<file path="config.mk">
export PLATFORM = sky130hd
export DESIGN_NAME = split_sampler_flat
export DESIGN_NICKNAME = d
export VERILOG_FILES = /design/src/rtl/split_sampler_if.sv /design/src/rtl/split_sampler.sv /design/src/flat_wrapper.sv
export SDC_FILE = /design/constraint.sdc
export NUM_CORES = 2
export LEC_CHECK = 0
export CORE_AREA = 5 5 521 523
export CTS_CLUSTER_SIZE = 14
export DETAILED_ROUTE_END_ITERATION = 16
export DIE_AREA = 0 0 526 528
export PLACE_DENSITY = 0.48
export SYNTH_ARGS = -nofsm -noshare
export SYNTH_HDL_FRONTEND = slang
export SYNTH_SLANG_ARGS = --single-unit
</file>
<file path="constraint.sdc">
create_clock -name clk -period 45.8 [get_ports clk]
set_input_delay 9.16 -clock clk [delete_from_list [all_inputs] [get_ports clk]]
set_output_delay 9.16 -clock clk [all_outputs]
set_load 0.05 [all_outputs]
</file>
<file path="src/rtl/split_sampler_if.sv">
// Port bundle for split_sampler. The sampler uses the master modport; the environment (request
// source, split checker and result sink) uses the slave modport.
interface split_sampler_if #(
  parameter int unsigned NUM_VARS = 20,
  parameter int unsigned VAR_W    = 32,
  parameter int unsigned TRY_W    = 5
);

  // Request side
  logic                      start;
  logic                      seed_load;
  logic [31:0]               seed_in;

  // Checker side
  logic [NUM_VARS*VAR_W-1:0] cand_vars;
  logic                      chk_x;

  // Result side
  logic                      out_valid;
  logic                      out_ready;
  logic [NUM_VARS*VAR_W-1:0] out_vars;
  logic                      out_fail;

  // Status
  logic                      busy;
  logic [TRY_W-1:0]          tries;

  modport master (
    input  start,
    input  seed_load,
    input  seed_in,
    input  chk_x,
    input  out_ready,
    output cand_vars,
    output out_valid,
    output out_vars,
    output out_fail,
    output busy,
    output tries
  );

  modport slave (
    output start,
    output seed_load,
    output seed_in,
    output chk_x,
    output out_ready,
    input  cand_vars,
    input  out_valid,
    input  out_vars,
    input  out_fail,
    input  busy,
    input  tries
  );

endinterface

</file>
<file path="src/rtl/split_sampler.sv">
// Rejection-sampling stimulus generator for split constraint checkers.
// Fills the candidate bus one slot per cycle from a 32-bit Galois LFSR, samples the checker's
// x output, and retries until it is satisfied or the try budget runs out. The last checked
// candidate is then held on a valid/ready output until the sink accepts it.
module split_sampler #(
  parameter int unsigned NUM_VARS  = 20,
  parameter int unsigned VAR_W     = 32,
  parameter logic [31:0] SEED      = 32'hACE12468,
  parameter int unsigned MAX_TRIES = 16,
  parameter int unsigned TRY_W     = $clog2(MAX_TRIES + 1)
) (
  input logic               clk,
  input logic               rst,
  split_sampler_if.master   bus
);

  localparam int unsigned BusW = NUM_VARS * VAR_W;
  localparam int unsigned IdxW = (NUM_VARS > 1) ? $clog2(NUM_VARS) : 1;
  // Enough LFSR copies to cover a slot; the low VAR_W bits are used.
  localparam int unsigned Reps = (VAR_W + 31) / 32;

  localparam logic [31:0]      Taps     = 32'h80200003;
  localparam logic [IdxW-1:0]  LastIdx  = IdxW'(NUM_VARS - 1);
  localparam logic [TRY_W-1:0] MaxTries = TRY_W'(MAX_TRIES);
  localparam logic [TRY_W-1:0] OneTry   = TRY_W'(1);

  typedef enum logic [1:0] {
    StIdle,
    StGen,
    StCheck,
    StHold
  } state_e;

  state_e            state_q, state_d;
  logic [31:0]       lfsr_q, lfsr_d;
  logic [31:0]       lfsr_step;
  logic [IdxW-1:0]   idx_q, idx_d;
  logic [TRY_W-1:0]  tries_q, tries_d;
  logic [TRY_W-1:0]  tries_inc;
  logic [BusW-1:0]   cand_q, cand_d;
  logic [BusW-1:0]   outv_q, outv_d;
  logic              valid_q, valid_d;
  logic              fail_q, fail_d;
  logic [Reps*32-1:0] slot_rep;
  logic [VAR_W-1:0]  slot_val;

  // One Galois step (right shift, taps applied when the bit shifted out is 1).
  always_comb begin
    lfsr_step = lfsr_q >> 1;
    if (lfsr_q[0]) begin
      lfsr_step = lfsr_step ^ Taps;
    end
  end

  // Value written into a slot: the current LFSR state replicated/truncated to the slot width.
  always_comb begin
    slot_rep = {Reps{lfsr_q}};
    slot_val = slot_rep[VAR_W-1:0];
  end

  // Saturating try counter increment.
  always_comb begin
    tries_inc = (tries_q == MaxTries) ? tries_q : tries_q + OneTry;
  end

  // Next-state and datapath updates for the sampling FSM.
  always_comb begin
    state_d = state_q;
    lfsr_d  = lfsr_q;
    idx_d   = idx_q;
    tries_d = tries_q;
    cand_d  = cand_q;
    outv_d  = outv_q;
    valid_d = valid_q;
    fail_d  = fail_q;

    unique case (state_q)
      StIdle: begin
        // A seed load wins over a simultaneous start; zero would lock up the LFSR.
        if (bus.seed_load) begin
          lfsr_d = (bus.seed_in == 32'h0) ? SEED : bus.seed_in;
        end else if (bus.start) begin
          tries_d = '0;
          idx_d   = '0;
          state_d = StGen;
        end
      end

      StGen: begin
        cand_d[int'(idx_q)*VAR_W +: VAR_W] = slot_val;
        lfsr_d = lfsr_step;
        if (idx_q == LastIdx) begin
          state_d = StCheck;
        end else begin
          idx_d = idx_q + IdxW'(1);
        end
      end

      StCheck: begin
        tries_d = tries_inc;
        outv_d  = cand_q;
        if (bus.chk_x) begin
          valid_d = 1'b1;
          fail_d  = 1'b0;
          state_d = StHold;
        end else if (tries_inc == MaxTries) begin
          valid_d = 1'b1;
          fail_d  = 1'b1;
          state_d = StHold;
        end else begin
          idx_d   = '0;
          state_d = StGen;
        end
      end

      StHold: begin
        // start is deliberately not looked at here; a new request needs a later IDLE cycle.
        if (bus.out_ready) begin
          valid_d = 1'b0;
          state_d = StIdle;
        end
      end

      default: begin
        state_d = StIdle;
      end
    endcase
  end

  // State registers with asynchronous reset back to the seeded idle state.
  always_ff @(posedge clk or posedge rst) begin
    if (rst) begin
      state_q <= StIdle;
      lfsr_q  <= SEED;
      idx_q   <= '0;
      tries_q <= '0;
      cand_q  <= '0;
      outv_q  <= '0;
      valid_q <= 1'b0;
      fail_q  <= 1'b0;
    end else begin
      state_q <= state_d;
      lfsr_q  <= lfsr_d;
      idx_q   <= idx_d;
      tries_q <= tries_d;
      cand_q  <= cand_d;
      outv_q  <= outv_d;
      valid_q <= valid_d;
      fail_q  <= fail_d;
    end
  end

  // Output drive.
  assign bus.cand_vars = cand_q;
  assign bus.out_vars  = outv_q;
  assign bus.out_valid = valid_q;
  assign bus.out_fail  = fail_q;
  assign bus.tries     = tries_q;
  assign bus.busy      = (state_q == StGen) || (state_q == StCheck);

  // Invariants: valid only while holding, held result stable under backpressure,
  // try count bounded, LFSR never stuck at zero.
  a_valid_in_hold : assert property (@(posedge clk) disable iff (rst)
    valid_q == (state_q == StHold));

  a_hold_stable : assert property (@(posedge clk) disable iff (rst)
    (valid_q && !bus.out_ready) |=> (valid_q && $stable(outv_q) && $stable(fail_q)
                                     && $stable(tries_q)));

  a_tries_bound : assert property (@(posedge clk) disable iff (rst)
    tries_q <= MaxTries);

  a_lfsr_nonzero : assert property (@(posedge clk) disable iff (rst)
    lfsr_q != 32'h0);

endmodule

</file>
<file path="src/flat_wrapper.sv">
// flat-port wrapper written by rule: the top's interface ports become plain ports
module split_sampler_flat 
#(
  parameter int unsigned NUM_VARS  = 20,
  parameter int unsigned VAR_W     = 32,
  parameter logic [31:0] SEED      = 32'hACE12468,
  parameter int unsigned MAX_TRIES = 16,
  parameter int unsigned TRY_W     = $clog2(MAX_TRIES + 1)
)
  (clk, rst, bus_start, bus_seed_load, bus_seed_in, bus_chk_x, bus_out_ready, bus_cand_vars, bus_out_valid, bus_out_vars, bus_out_fail, bus_busy, bus_tries);
  split_sampler_if #(.NUM_VARS(NUM_VARS), .VAR_W(VAR_W), .TRY_W(TRY_W)) bus_i ();
  input logic clk;
  input logic rst;
  input wire logic [$bits(bus_i.start)-1:0] bus_start;
  input wire logic [$bits(bus_i.seed_load)-1:0] bus_seed_load;
  input wire logic [$bits(bus_i.seed_in)-1:0] bus_seed_in;
  input wire logic [$bits(bus_i.chk_x)-1:0] bus_chk_x;
  input wire logic [$bits(bus_i.out_ready)-1:0] bus_out_ready;
  output wire logic [$bits(bus_i.cand_vars)-1:0] bus_cand_vars;
  output wire logic [$bits(bus_i.out_valid)-1:0] bus_out_valid;
  output wire logic [$bits(bus_i.out_vars)-1:0] bus_out_vars;
  output wire logic [$bits(bus_i.out_fail)-1:0] bus_out_fail;
  output wire logic [$bits(bus_i.busy)-1:0] bus_busy;
  output wire logic [$bits(bus_i.tries)-1:0] bus_tries;
  assign bus_i.start = bus_start;
  assign bus_i.seed_load = bus_seed_load;
  assign bus_i.seed_in = bus_seed_in;
  assign bus_i.chk_x = bus_chk_x;
  assign bus_i.out_ready = bus_out_ready;
  assign bus_cand_vars = bus_i.cand_vars;
  assign bus_out_valid = bus_i.out_valid;
  assign bus_out_vars = bus_i.out_vars;
  assign bus_out_fail = bus_i.out_fail;
  assign bus_busy = bus_i.busy;
  assign bus_tries = bus_i.tries;
  split_sampler #(.NUM_VARS(NUM_VARS), .VAR_W(VAR_W), .SEED(SEED), .MAX_TRIES(MAX_TRIES), .TRY_W(TRY_W)) u_core (.clk(clk), .rst(rst), .bus(bus_i));
endmodule
</file>
==> out/results.tsv <==
stage	metric	value	unit
run_status	status	finished, final reports clean	
worst_setup_path	Most common cell on crit path	buf_4	
place	I/O Buffers	1325	
timing	Final TNS setup	0	ns
finish	synth-to-layout area growth	45.2	%
run	max-capacitance violation count	0	
logic_synthesis	synthesized area per cell	12.6	um2
route	drt total wl	276	mm
floorplanning	Die Wd	526	um
clock_network	clock-pin slew on the worst setup and hold paths	0.05	ns
timing	RSZ-0062 raised after global routing	no	
clock_network	Num CTS Buffers	161	
clock_network	CTS Sinks	1326	
route	drt first pass iters	5	
worst_setup_path	CP delay by family, top	buffers and inverters	
logic_synthesis	Post-synth EDFFs	0	
floorplanning	I/O pin count	1326	
finish	non-filler instance count after layout	8999	
logic_synthesis	Yosys top cell by area	dfrtp_1	
global_route	vias in the first global route	39235	
floorplanning	Core Rows	190	
logic_synthesis	Yosys reg bits	1326	
finish	most frequent cells in the layout	clkdlybuf4s50_1 (1324), dfrtp_1 (1295), nand2_1 (895)	
floorplanning	Core ar.	0.266	mm2
timing	final setup margin	32.72	ns
pwr	Pint	2280	uW
global_route	global route overflow	0	
route	initial DRC count	2705	
worst_setup_path	critical path class	in -> async	
pwr	power share of the combinational group	23.7	%
logic_synthesis	Synth Instances	4034	
timing	Fin Clk Skew	0.0417	ns
global_route	largest net degree at the start of global routing	129	
timing	Slew HR	7.52	%
logic_synthesis	Syn Std Cell Area	0.0507	mm2
place	pre-CTS WS	31.69	ns
clock_network	# Post-CTS Setup Buffers	0	
timing	crit share post-route	28.6	%
logic_synthesis	synth unique cells	53	
route	drt drc	0	
timing	Worst-Margin Slew	1.37	ns
timing	Max Fclk	76.4	MHz
pwr	Power per Cell Area	49.1	mW/mm2
logic_synthesis	Area contributors post-synth	dfrtp_1 (65%), mux2_2 (14%), nand2_1 (6.7%), o31ai_1 (5.0%), o21ai_0 (3.3%)	
pwr	switching portion of total power	37.1	%
timing	final setup violation count	0	
pwr	worst vdd ir	0.0000408	V
global_route	total track usage	19.3	%
pwr	power share of the clock group	38.1	%
clock_network	# hold bufs at CTS	0	
finish	Final Net Count	5342	
worst_setup_path	largest stage delay on the critical path	0.95	ns
worst_setup_path	buffers and inverters on the worst path	7	
route	Vias	38086	
pwr	P_sw	1340	uW
pwr	Leakage	0.0318	uW
floorplanning	die area	0.278	mm2
logic_synthesis	YS warnings	0	
worst_setup_path	slowest stage cell, crit path	buf_4	
floorplanning	Die H	528	um
clock_network	# resized after CTS	0	
worst_setup_path	Worst Path Arrival	13.84	ns
logic_synthesis	register area share after synthesis	65.4	%
finish	layout cells sized above 1	19.6	%
clock_network	Max Root-Sink Buffers	3	
place	dpl cells	8683	
place	Detail Placement HPWL	206	mm
worst_setup_path	Worst setup EP type	asynchronous set/reset pin	
worst_setup_path	Critical Path Fanout Max	83	
finish	Design Area, Final	0.0736	mm2
timing	Max Slew Vio Count	0	
logic_synthesis	ys async rst share	100	%
place	gpl congestion	0.805	
timing	Final Critical Period	13.08	ns
clock_network	Root Buffer	clkbuf_16	
timing	Hold Vio Cnt, Final	0	
logic_synthesis	Synth Net Count	4081	
logic_synthesis	Synth Flop Type	dfrtp_1	
pwr	Reg power frac	38.2	%
hold_path	worst hold path class	reg -> reg	
clock_network	clk_lat worst skew	0.81	ns
floorplanning	starting density of the core	19.0	%
pwr	Final Power	3620	uW
route	WL/cell	30.7	um
place	area post-placement	0.0679	mm2
clock_network	CTS H-tree lvls	4	
worst_setup_path	crit path cell chain	clkdlybuf4s50_1, clkinvlp_4, buf_4, buf_4, buf_4, buf_4, buf_4	
global_route	initial antenna violation count	25	
finish	most common cell after layout, fill and taps aside	clkdlybuf4s50_1	
global_route	first-pass GRT wire length	369	mm
worst_setup_path	CP Data Required Time	46.55	ns
clock_network	CTS tree	done	
route	Detail Route Antenna Nets	0	
route	drt via density	4.23	
worst_setup_path	Worst setup SP type	primary input	
logic_synthesis	share of the synthesized area in the top cell type	64.8	%
-- final cells by class --
class                           instances  area [um2]
Fill cell                           27659      193000
Sequential cell                      1326       33200
Multi-Input combinational cell       2391       16300
Timing Repair Buffer                 1400       13800
Clock buffer                          232        4750
Tap cell                             3552        4440
Clock inverter                         68         970
Inverter                               15        60.1
Antenna cell                           15        37.5
-- flip-flops by register name, indices dropped and copies added, names as in the netlist --
signal and flops:
u_core.bus.cand_vars 640, u_core.bus.out_vars 640, u_core.lfsr_q 32, u_core.bus.tries 5, u_core.idx_q 5, u_core.state_q 2, u_core.bus.out_fail 1, u_core.bus.out_valid 1
-- per-layer routing --
layer	vias up	global-route usage, %	part of all wire (%)
li1	16566	-	-
met1	19775	23.6	41
met2	1477	32.4	48
met3	268	6.86	9.1
met4	0	4.99	2.6
met5	-	0	0
-- worst paths after layout --
| path | startpoint | depth (start not counted) | slack (ns) | end |
|---|---|---|---|---|
| worst max-delay path | rst | 7 | 32.72 | u_core.bus.cand_vars[396] |
| worst min-delay path | u_core.bus.out_vars[73] | 1 | 0.50 | u_core.bus.out_vars[73] |
| worst max register to register | u_core.idx_q[0] | 8 | 41.24 | u_core.bus.cand_vars[177] |
| worst min register to register | u_core.bus.out_vars[73] | 1 | 0.50 | u_core.bus.out_vars[73] |
| max in group clk | u_core.state_q[0] | 3 | 34.12 | bus_busy |
| min in group asynchronous | rst | 2 | 8.86 | u_core.bus.out_vars[341] |
-- kinds of logic (layout without fill, tap and decap cells) --
kind of cell	count (synthesis)	in the layout	synth area share, %
buffers and inverters	317	1715	2.74
AO/OA/AOI/OAI	732	732	9.04
XOR/XNOR	5	5	0.101
AND/OR/NAND/NOR	983	983	7.81
adder cells (fa/ha/maj)	9	9	0.222
flip-flops	1326	1326	65.4
multiplexers	662	662	14.6
other	0	15	0
-- synth_stat cells, drive strengths merged, types with 7 or more instances --
cell / instances
mux2: 641
inv: 15
dfrtp: 1313
nand3: 14
o21ai: 353
dfstp: 13
mux2i: 21
o31ai: 337
nand2: 911
buf: 132
clkbuf: 170
and2: 8
nor4: 9
ha: 9
o22ai: 15
nor3: 7
nor2: 12
-- power by group through the flow --
stage                     Combinational, uW  Sequential [uW]  Clock (uW)
after floorplan                         416             1380           0
after global placement                  882             1420           0
after detailed placement                886             1420           0
after CTS                               888             1400        1420
after global routing                    914             1400        1470
final                                   859             1380        1380
-- worst reg2reg max path, stage by stage, from the launching register on --
cell     delay [ns]
dfrtp_1        0.68
inv_1          0.19
ha_1           0.38
and2_1         0.22
ha_1           0.43
and2_1         0.82
nand2_4        0.64
buf_4          0.62
o31ai_1        0.46
-- stage by stage --
| step | utilization, % | hold WS [ns] |
|---|---|---|
| 6_report | 27.6 | 0.503 |
| 5_1_grt | 27.6 | 0.513 |
| 4_1_cts | 27.6 | 0.505 |
| 3_5_place_dp | 25.5 | 0.494 |
| 3_3_place_gp | 25.5 | 0.481 |
| 2_1_floorplan | - | 0.500 |
No activity file was read; power rests on OpenSTA's default activity.
